### src/rtl/uart_print_pkg.sv
// uart_print_pkg: shared types, constants and the bit-timing helper for the
// UART print stage. Optional feature macro: UART_PRINT_PARITY_EN (8E1 frames).
package uart_print_pkg;

    localparam logic UART_IDLE_LEVEL = 1'b1;
    localparam int   DATA_BITS       = 8;

    typedef enum logic [2:0] {
        ST_IDLE,
        ST_START,
        ST_DATA,
`ifdef UART_PRINT_PARITY_EN
        ST_PARITY,
`endif
        ST_STOP
    } uart_state_t;

    // Clocks per bit (truncating); returns 0 for an unusable ratio so the
    // caller can reject it at elaboration.
    function automatic int calc_clks_per_bit(input int clk_freq, input int baud);
        if (baud <= 0) return 0;
        if ((clk_freq / baud) < 2) return 0;
        return clk_freq / baud;
    endfunction

endpackage

### src/rtl/uart_print_fifo.sv
// print_fifo: single-clock byte FIFO between the POC handshake and the UART
// serialiser. Push is ignored when full, pop is ignored when empty.
module print_fifo #(
    parameter int DEPTH = 16
) (
    input  logic                     clk,
    input  logic                     rst,
    input  logic                     push,
    input  logic                     pop,
    input  logic [7:0]               wr_data,
    output logic [7:0]               rd_data,
    output logic                     full,
    output logic                     empty,
    output logic [$clog2(DEPTH):0]   level
);

    localparam int AW = $clog2(DEPTH);
    localparam int LW = AW + 1;

    logic [7:0]    mem [DEPTH];
    logic [AW-1:0] wr_ptr;
    logic [AW-1:0] rd_ptr;
    logic          do_push;
    logic          do_pop;

    assign full    = (level == LW'(DEPTH));
    assign empty   = (level == '0);
    assign do_push = push && !full;
    assign do_pop  = pop && !empty;
    assign rd_data = mem[rd_ptr];

    // Pointers and occupancy; DEPTH is a power of two so pointers wrap naturally.
    always_ff @(posedge clk or posedge rst) begin
        if (rst) begin
            wr_ptr <= '0;
            rd_ptr <= '0;
            level  <= '0;
        end else begin
            if (do_push) wr_ptr <= wr_ptr + AW'(1);
            if (do_pop)  rd_ptr <= rd_ptr + AW'(1);
            case ({do_push, do_pop})
                2'b10:   level <= level + LW'(1);
                2'b01:   level <= level - LW'(1);
                default: level <= level;
            endcase
        end
    end

    // Storage is not reset; stale entries are never visible because level gates reads.
    always_ff @(posedge clk) begin
        if (do_push) mem[wr_ptr] <= wr_data;
    end

endmodule

### src/rtl/uart_print_tx.sv
// uart_print_tx: buffers bytes from the POC and serialises them as 8N1
// (8E1 when UART_PRINT_PARITY_EN is defined) on uart_tx.
//
//   state     | meaning
//   ----------+-----------------------------------------------------------
//   ST_IDLE   | line idle; pops the FIFO head as soon as one is available
//   ST_START  | start bit (0) for one bit time
//   ST_DATA   | 8 data bits, LSB first, one bit time each
//   ST_PARITY | even parity over the data byte (parity build only)
//   ST_STOP   | stop bit (1); last cycle pops the next byte for a gapless frame
module uart_print_tx
    import uart_print_pkg::*;
#(
    parameter int CLK_FREQ   = 50000000,
    parameter int BAUD       = 115200,
    parameter int FIFO_DEPTH = 16
) (
    input  logic                          clk,
    input  logic                          rst,
    input  logic [7:0]                    print_data,
    input  logic                          pulse_request,
    output logic                          print_ready,
    output logic                          uart_tx,
    output logic                          busy,
    output logic                          overflow,
    output logic [$clog2(FIFO_DEPTH):0]   fifo_level
);

    localparam int CLKS_PER_BIT = calc_clks_per_bit(CLK_FREQ, BAUD);
    localparam int CNT_W        = (CLKS_PER_BIT < 2) ? 1 : $clog2(CLKS_PER_BIT);

    if (CLKS_PER_BIT < 2) begin : g_bad_baud
        $error("uart_print_tx: CLK_FREQ/BAUD must be at least 2");
    end
    if ((FIFO_DEPTH < 2) || ((FIFO_DEPTH & (FIFO_DEPTH - 1)) != 0)) begin : g_bad_depth
        $error("uart_print_tx: FIFO_DEPTH must be a power of two >= 2");
    end

    uart_state_t      state;
    uart_state_t      state_next;
    logic [CNT_W-1:0] baud_cnt;
    logic [2:0]       bit_cnt;
    logic [7:0]       shift_reg;
    logic [7:0]       fifo_rd_data;
    logic             fifo_full;
    logic             fifo_empty;
    logic             push_ok;
    logic             pop;
    logic             bit_done;
    logic             tx_next;
    logic             tx_reg;
`ifdef UART_PRINT_PARITY_EN
    logic             parity_bit;
`endif

    assign print_ready = !fifo_full;
    assign push_ok     = pulse_request && print_ready;
    assign bit_done    = (baud_cnt == CNT_W'(CLKS_PER_BIT - 1));
    assign busy        = (state != ST_IDLE) || !fifo_empty;
    assign uart_tx     = tx_reg;

    print_fifo #(
        .DEPTH (FIFO_DEPTH)
    ) u_fifo (
        .clk     (clk),
        .rst     (rst),
        .push    (push_ok),
        .pop     (pop),
        .wr_data (print_data),
        .rd_data (fifo_rd_data),
        .full    (fifo_full),
        .empty   (fifo_empty),
        .level   (fifo_level)
    );

    // State register.
    always_ff @(posedge clk or posedge rst) begin
        if (rst) state <= ST_IDLE;
        else     state <= state_next;
    end

    // Next state, FIFO pop and the line level for the next cycle.
    always_comb begin
        state_next = state;
        pop        = 1'b0;
        tx_next    = UART_IDLE_LEVEL;
        case (state)
            ST_IDLE: begin
                if (!fifo_empty) begin
                    pop        = 1'b1;
                    state_next = ST_START;
                end
            end
            ST_START: begin
                tx_next = 1'b0;
                if (bit_done) state_next = ST_DATA;
            end
            ST_DATA: begin
                tx_next = shift_reg[0];
                if (bit_done && (bit_cnt == 3'(DATA_BITS - 1))) begin
`ifdef UART_PRINT_PARITY_EN
                    state_next = ST_PARITY;
`else
                    state_next = ST_STOP;
`endif
                end
            end
`ifdef UART_PRINT_PARITY_EN
            ST_PARITY: begin
                tx_next = parity_bit;
                if (bit_done) state_next = ST_STOP;
            end
`endif
            ST_STOP: begin
                tx_next = UART_IDLE_LEVEL;
                if (bit_done) begin
                    if (!fifo_empty) begin
                        pop        = 1'b1;
                        state_next = ST_START;
                    end else begin
                        state_next = ST_IDLE;
                    end
                end
            end
            default: state_next = ST_IDLE;
        endcase
    end

    // Baud/bit counters, shift register, registered line and sticky overflow.
    always_ff @(posedge clk or posedge rst) begin
        if (rst) begin
            baud_cnt  <= '0;
            bit_cnt   <= '0;
            shift_reg <= '0;
            tx_reg    <= UART_IDLE_LEVEL;
            overflow  <= 1'b0;
`ifdef UART_PRINT_PARITY_EN
            parity_bit <= 1'b0;
`endif
        end else begin
            if ((state == ST_IDLE) || bit_done) baud_cnt <= '0;
            else                                baud_cnt <= baud_cnt + CNT_W'(1);

            if (state != ST_DATA) bit_cnt <= '0;
            else if (bit_done)    bit_cnt <= bit_cnt + 3'd1;

            if (pop)                                shift_reg <= fifo_rd_data;
            else if ((state == ST_DATA) && bit_done) shift_reg <= {1'b0, shift_reg[7:1]};

`ifdef UART_PRINT_PARITY_EN
            if (pop) parity_bit <= ^fifo_rd_data;
`endif
            tx_reg <= tx_next;

            if (pulse_request && !print_ready) overflow <= 1'b1;
        end
    end

endmodule

### config.mk
export PLATFORM = sky130hd
export DESIGN_NAME = uart_print_tx
export DESIGN_NICKNAME = d
export VERILOG_FILES = /design/src/rtl/uart_print_pkg.sv /design/src/rtl/uart_print_fifo.sv /design/src/rtl/uart_print_tx.sv
export SDC_FILE = /design/constraint.sdc
export NUM_CORES = 1
export LEC_CHECK = 0
export ABC_AREA = 0
export BUFFER_PORTS_ARGS = -buffer_cell sky130_fd_sc_hd__buf_2
export CELL_PAD_IN_SITES_DETAIL_PLACEMENT = 1
export CELL_PAD_IN_SITES_GLOBAL_PLACEMENT = 1
export CORE_UTILIZATION = 35
export DETAILED_ROUTE_END_ITERATION = 8
export PLACE_DENSITY_LB_ADDON = 0.25
export SETUP_SLACK_MARGIN = 0.05
export SYNTH_ARGS = -nofsm -noshare
export SYNTH_HDL_FRONTEND = slang
export SYNTH_HIERARCHICAL = 1
export SYNTH_SLANG_ARGS = --single-unit
export TNS_END_PERCENT = 10
### constraint.sdc
create_clock -name clk -period 4.05 [get_ports clk]
set_input_delay 1.215 -clock clk [delete_from_list [all_inputs] [get_ports clk]]
set_output_delay 1.215 -clock clk [all_outputs]
set_load 0.02 [all_outputs]
**After elaboration in Yosys (flattened, before gate mapping)**

Memory sizes are Yosys's and may differ from the RTL's.
Cells that the tools add are included.
Widths: inputs -> output; s select.

- Equality and inequality tests: 13
- Shift operators: 0
- Multiply operators: 0
- Reduce and logical (&&, ||, !) cells: 17
- Divide/modulo/power cells: 0
- Multiplexer cells: 18
- Add/sub/neg operators: 6
- Bitwise logic cells: 0
- $lt $le $gt $ge: 0

Operators with widths:

| operator | number |
|---|---|
| $mux 3 | 6 |
| $mux 8 | 2 |
| $pmux 3 s4 | 1 |
| $pmux 5 s2 | 1 |
| $add 9x1->9 const B | 1 |
| $eq 9x9->1 const B | 1 |
| $mux 9 | 1 |
| $add 4x1->4 const B | 2 |
| $ne 2x2->1 const B | 4 |
| $eq 3x2->1 const B | 2 |
| $logic_and 1x1->1 | 6 |
| $reduce_bool 2->1 | 3 |
| $add 5x1->5 const B | 1 |
| $eq 5x5->1 const B | 1 |
| $logic_not 5->1 | 1 |
| $mux 1 | 5 |
| $sub 5x1->5 const B | 1 |
| $pmux 1 s2 | 2 |
| $reduce_and 4->1 | 1 |
| $add 3x1->3 const B | 1 |
| $eq 3x1->1 const B | 1 |
| $eq 3x3->1 const B | 1 |
| $logic_not 3->1 | 1 |
| $ne 3x2->1 const B | 1 |
| other kinds (5) | 7 |

- RAM bits: 128
- Flip-flop bits (word level): 38
- Memories kept: 1
- Word-level logic and storage cells: 64
- Memory bits (read-only): 0
- Bits in latches: 0

Memory list:

| name | words | bits a word | rd ports | clocked after Yosys merged registers in | write ports | RTL line | RTL |
|---|---|---|---|---|---|---|---|
| u_fifo.mem | 16 | 8 | 1 | 0 | 1 | uart_print_fifo.sv:20 | `logic [7:0] mem [DEPTH];` |

**Logic depth before layout (Yosys ltp)**

- Depth after elaboration: 7
- Depth in mapped cells: 15
- Mapped depth without buffers: 14

**Modules after synthesis**

The synthesis kept the hierarchy.

Modules (own cells, without submodules):

| module | times used | area each (µm²) | sequential area each (µm²) | cells each |
|---|---|---|---|---|
| print_fifo | 1 | 5789.3 | 4169.0 | 333 |
| uart_print_tx | 1 | 1263.7 | 601.8 | 112 |

**Least setup slack after synthesis**

No wires, ideal clock.

- Kind: input -> register
- From: input pulse_request
- To: register u_fifo.level[4]
- Setup slack: 0.856 ns
- Data arrival time: 3.064 ns
- Data required time: 3.920 ns
- Buffers on the path: 1
- Stages on the path: 12
- Setup time: 0.130 ns
- Path through: nor2b_1 -> and2_1 -> buf_2 -> inv_1 -> ha_1 -> inv_1 -> fa_1 -> nor2b_1 -> o21ai_0 -> nand3_1 -> or3b_1 -> xnor2_1

- Cells in the longest elaborated chain, start to end: 4
- Elaborated cells on any way between the ends: 6
- Classes of those cells: eq/ne (2); mux (1); reduce/logical (3)

RTL lines:

| element | RTL line | RTL |
|---|---|---|
| from (decl) | uart_print_tx.sv:21 | `input logic pulse_request,` |
| $logic_and 1x1->1 * | uart_print_tx.sv:57 | `assign push_ok = pulse_request && print_ready;` |
| $logic_and 1x1->1 * | uart_print_fifo.sv:28 | `assign do_push = push && !full;` |
| $eq 2x1->1 / $eq 2x2->1 (equally long branches) | uart_print_fifo.sv:41 | `case ({do_push, do_pop})` |
| $pmux 5 s2 / $reduce_bool 2->1 (equally long branches) | - |  |
| to (signal assigned) | uart_print_fifo.sv:42 | `2'b10: level <= level + LW'(1);` |
| to (signal assigned) | uart_print_fifo.sv:43 | `2'b01: level <= level - LW'(1);` |
| to (signal assigned) | uart_print_fifo.sv:44 | `default: level <= level;` |
| to (decl) | uart_print_fifo.sv:14 | `output logic [$clog2(DEPTH):0] level` |

Mark *: on every way between the ends. The rest lies on a longest branch, timed or not.
A chain may end at the register's enable or synchronous reset.

**Worst setup path in the final report**

- From: register baud_cnt[1]
- To: register u_fifo.level[4]

- Cells in the longest elaborated chain, start to end: 6
- Elaborated cells on any way between the ends: 8
- Classes of those cells: eq/ne (3); mux (3); reduce/logical (2)

RTL lines:

| element | RTL line | RTL |
|---|---|---|
| from (decl) | uart_print_tx.sv:41 | `logic [CNT_W-1:0] baud_cnt;` |
| from (signal assigned) | uart_print_tx.sv:142 | `else baud_cnt <= baud_cnt + CNT_W'(1);` |
| $eq 9x9->1 * | uart_print_tx.sv:58 | `assign bit_done = (baud_cnt == CNT_W'(CLKS_PER_BIT - 1));` |
| $mux 1 * | uart_print_tx.sv:116 | `if (bit_done) begin` |
| $pmux 1 s2 * | uart_print_tx.sv:87 | `case (state)` |
| named net pop | uart_print_tx.sv:48 | `logic pop;` |
| $logic_and 1x1->1 * | uart_print_fifo.sv:29 | `assign do_pop = pop && !empty;` |
| $eq 2x1->1 / $eq 2x2->1 (equally long branches) | uart_print_fifo.sv:41 |  |
| $pmux 5 s2 / $reduce_bool 2->1 (equally long branches) | - |  |

The timed path passes the listed nets; every way through them passes the cells marked *.

==> metrics.yaml <==
fin_crit_ns: 3.39
fp.dieH_um: 144
synthArstFlopShare: 0.224
drc: 0
pwr-share-clk: 0.373
dp_slack_ns: 0.693
worstSetupPathType: "reg2reg"
dpl_cell_area_mm2: 0.00742
reg2reg_depth: 14
initial_core_util: 0.360
crit_path_cell_trace: "inv_1 -> ha_1 -> and4_1 -> a31oi_2 -> nor3_4 -> nor2b_1 -> ha_1 -> inv_1 -> fa_1 -> nor2b_1 -> o21ai_0 -> nand3_1 -> or3b_1 -> xnor2_1"
p_switching_mw: 1.06
maxSlewHeadroom: 0.345
maxSlewViolCount: 0
vias: 3662
finalSetupViolations: 0
hold_slack_ns: 0.456
hold_depth: 1
largest_register_ff_count: 128
outcome: "finished clean"
fin_skew_ns: 0.0144
timing.final.ws_setup_ns: 0.660
dr.pass1.iters: 4
crit_required_ns: 4.36
cts_tree: "built"
h-tree-depth: 4
die_area_mm2: 0.0207
tightestPinTransition_ns: 0.981
cts_sinks: 165
p_per_area_mw_per_mm2: 513
crit_slowest_cell: "dfrtp_1"
place_inst: 718
core_area_mm2: 0.0196
dp_hpwl_mm: 9.47
rows: 51
grt_antenna_before_repair: 0
finalPower_mw: 4.09
netlist_area_mm2: 0.00705
hold_start: "overflow"
numCtsBuffers: 17
grt_pass1_vias: 3941
synthCells: 445
synth_edf_count: 128
postCtsResizedCells: 0
maxCapViolCount: 0
pin_count: 20
cp_max_fo: 5
hp-class: "reg2reg"
place_congestion: 0.750
path_clk_slew_ns: 0.06
clockRootBuffer: "clkbuf_16"
io_buffers: 19
yosysUniqueCellTypes: 44
timing.fmax_ghz: 0.295
antenna_cells: 0
yosys_warnings: 6
grt_max_degree: 52
via_per_inst: 4.88
final_nets: 501
slowest_delay_ns: 0.41
synth_top_cell_by_area: "edfxtp_1"
hold-path-endpoint: "overflow"
cp_data_arrival_time_ns: 3.71
synthTopCellsByArea: "edfxtp_1 54%, dfrtp_1 13%, mux4_2 5.1%, mux2i_1 3.7%, mux2_2 3.7%"
reg2reg_from: "baud_cnt[1]"
power_frac_comb: 0.114
tns_ns: 0
ant_nets: 0
timing.rr.end: "u_fifo/level[4]"
synth_nets: 474
synth_most_common_cell: "edfxtp_1"
critPathCaptureType: "flip-flop"
rsz0062_at_grt: "false"
critPathLaunch: "baud_cnt[1]"
drtIter0Drc: 214
power.internal_mw: 3.03
holdBufCountCts: 0
post_cts_buffers: 0
drive_above_1_share: 0.216
clockBufferDepth: 2
area_delta_synth_final_pct: 13.0
synthTopCellsByCount: "128 x edfxtp_1, 36 x dfrtp_1, 27 x nand2_1, 26 x mux2i_1, 24 x nor2_1"
period_share: 0.837
cpLargestDelayFamily: "simple AND/OR/NAND/NOR gates"
path_buf_inv: 2
hold_viol: 0
fin_util: 0.407
die_w_um: 144
switching_share: 0.260
syn_area_per_cell_um2: 15.8
critical_path.startpoint_type: "flip-flop"
p_leak_nw: 2.99
synth_flop_cell: "edfxtp_1"
power.share.sequential: 0.514
wl_per_cell_um: 18.3
fin_cells: 750
r2r_slack_ns: 0.66
yosysSeqAreaShare: 0.676
grt_pass1_wl_mm: 22.1
grt-ovfl-total: 0
grt_usage: 0.149
design_area_mm2: 0.00797
ir_drop_mv: 0.293
clk_latency_ns: 0.43
synth-seq-cells: 165
routed_wl_mm: 13.7
synth.top_cell.area_share: 0.545
## how the worst max path moves through the flow
stage,to,slack [ns],cells after the start
3_5_place_dp,u_fifo/level[4],0.69,14
3_3_place_gp,u_fifo/level[4],0.78,12
5_1_grt,u_fifo/level[4],0.42,14
4_1_cts,u_fifo/level[4],0.65,14
6_report,u_fifo/level[4],0.66,14
2_1_floorplan,u_fifo/level[4],0.86,12
## power groups by stage
| stage | combinational (mW) | sequential [mW] | clock [mW] |
|---|---|---|---|
| 2_1_floorplan | 0.297 | 2.13 | 0 |
| 3_3_place_gp | 0.462 | 2.13 | 0 |
| 3_5_place_dp | 0.475 | 2.14 | 0 |
| 4_1_cts | 0.475 | 2.11 | 1.57 |
| 5_1_grt | 0.524 | 2.12 | 1.62 |
| 6_report | 0.465 | 2.10 | 1.53 |
## routing by layer
| metal | GRT usage | part of all wire | vias to the layer above |
|---|---|---|---|
| met5 | 0 | 0 | - |
| met4 | 0.0454 | 0.0099 | 0 |
| met3 | 0.0370 | 0.030 | 12 |
| met2 | 0.250 | 0.51 | 45 |
| met1 | 0.189 | 0.45 | 1887 |
| li1 | - | - | 1718 |
## cells by family (layout without fill, tap and decap cells)
group,after synthesis,after routing,synth area share
flip-flops,165,165,0.676
AND/OR/NAND/NOR,84,84,0.0610
multiplexers,66,66,0.127
AO/OA/AOI/OAI,56,56,0.0506
buffers and inverters,38,78,0.0298
adder cells (fa/ha/maj),18,18,0.0330
XOR/XNOR,18,18,0.0224
## area by class of cell
type	instances	area, um2
well taps	265	332
repair buffers	28	175
clock buffers	20	437
fillers	2009	11600
inverters	18	67.6
flip-flops and latches	165	4770
multi-input cells	242	2070
clock inverters	12	115
## cells in the final DEF (no fill, tap or decap), types with 2 or more instances in the layout
cell type / instances
and2_1: 3
mux4_2: 16
buf_4: 8
clkbuf_16: 17
ha_1: 17
mux2i_1: 26
clkbuf_1: 3
edfxtp_1: 128
nand2b_1: 3
xor2_1: 4
dfrtp_1: 35
nor2_1: 24
nand3_1: 5
o21ai_0: 22
nand2_1: 27
mux2_2: 23
clkinvlp_4: 2
a22oi_1: 8
a21oi_1: 11
buf_2: 19
xnor2_1: 14
nor3_1: 5
inv_6: 7
nand4_1: 2
a21o_1: 2
inv_1: 18
nor2b_1: 5
a221oi_1: 8
a21boi_0: 2
Note: power is estimated with default switching activity, not from simulation.
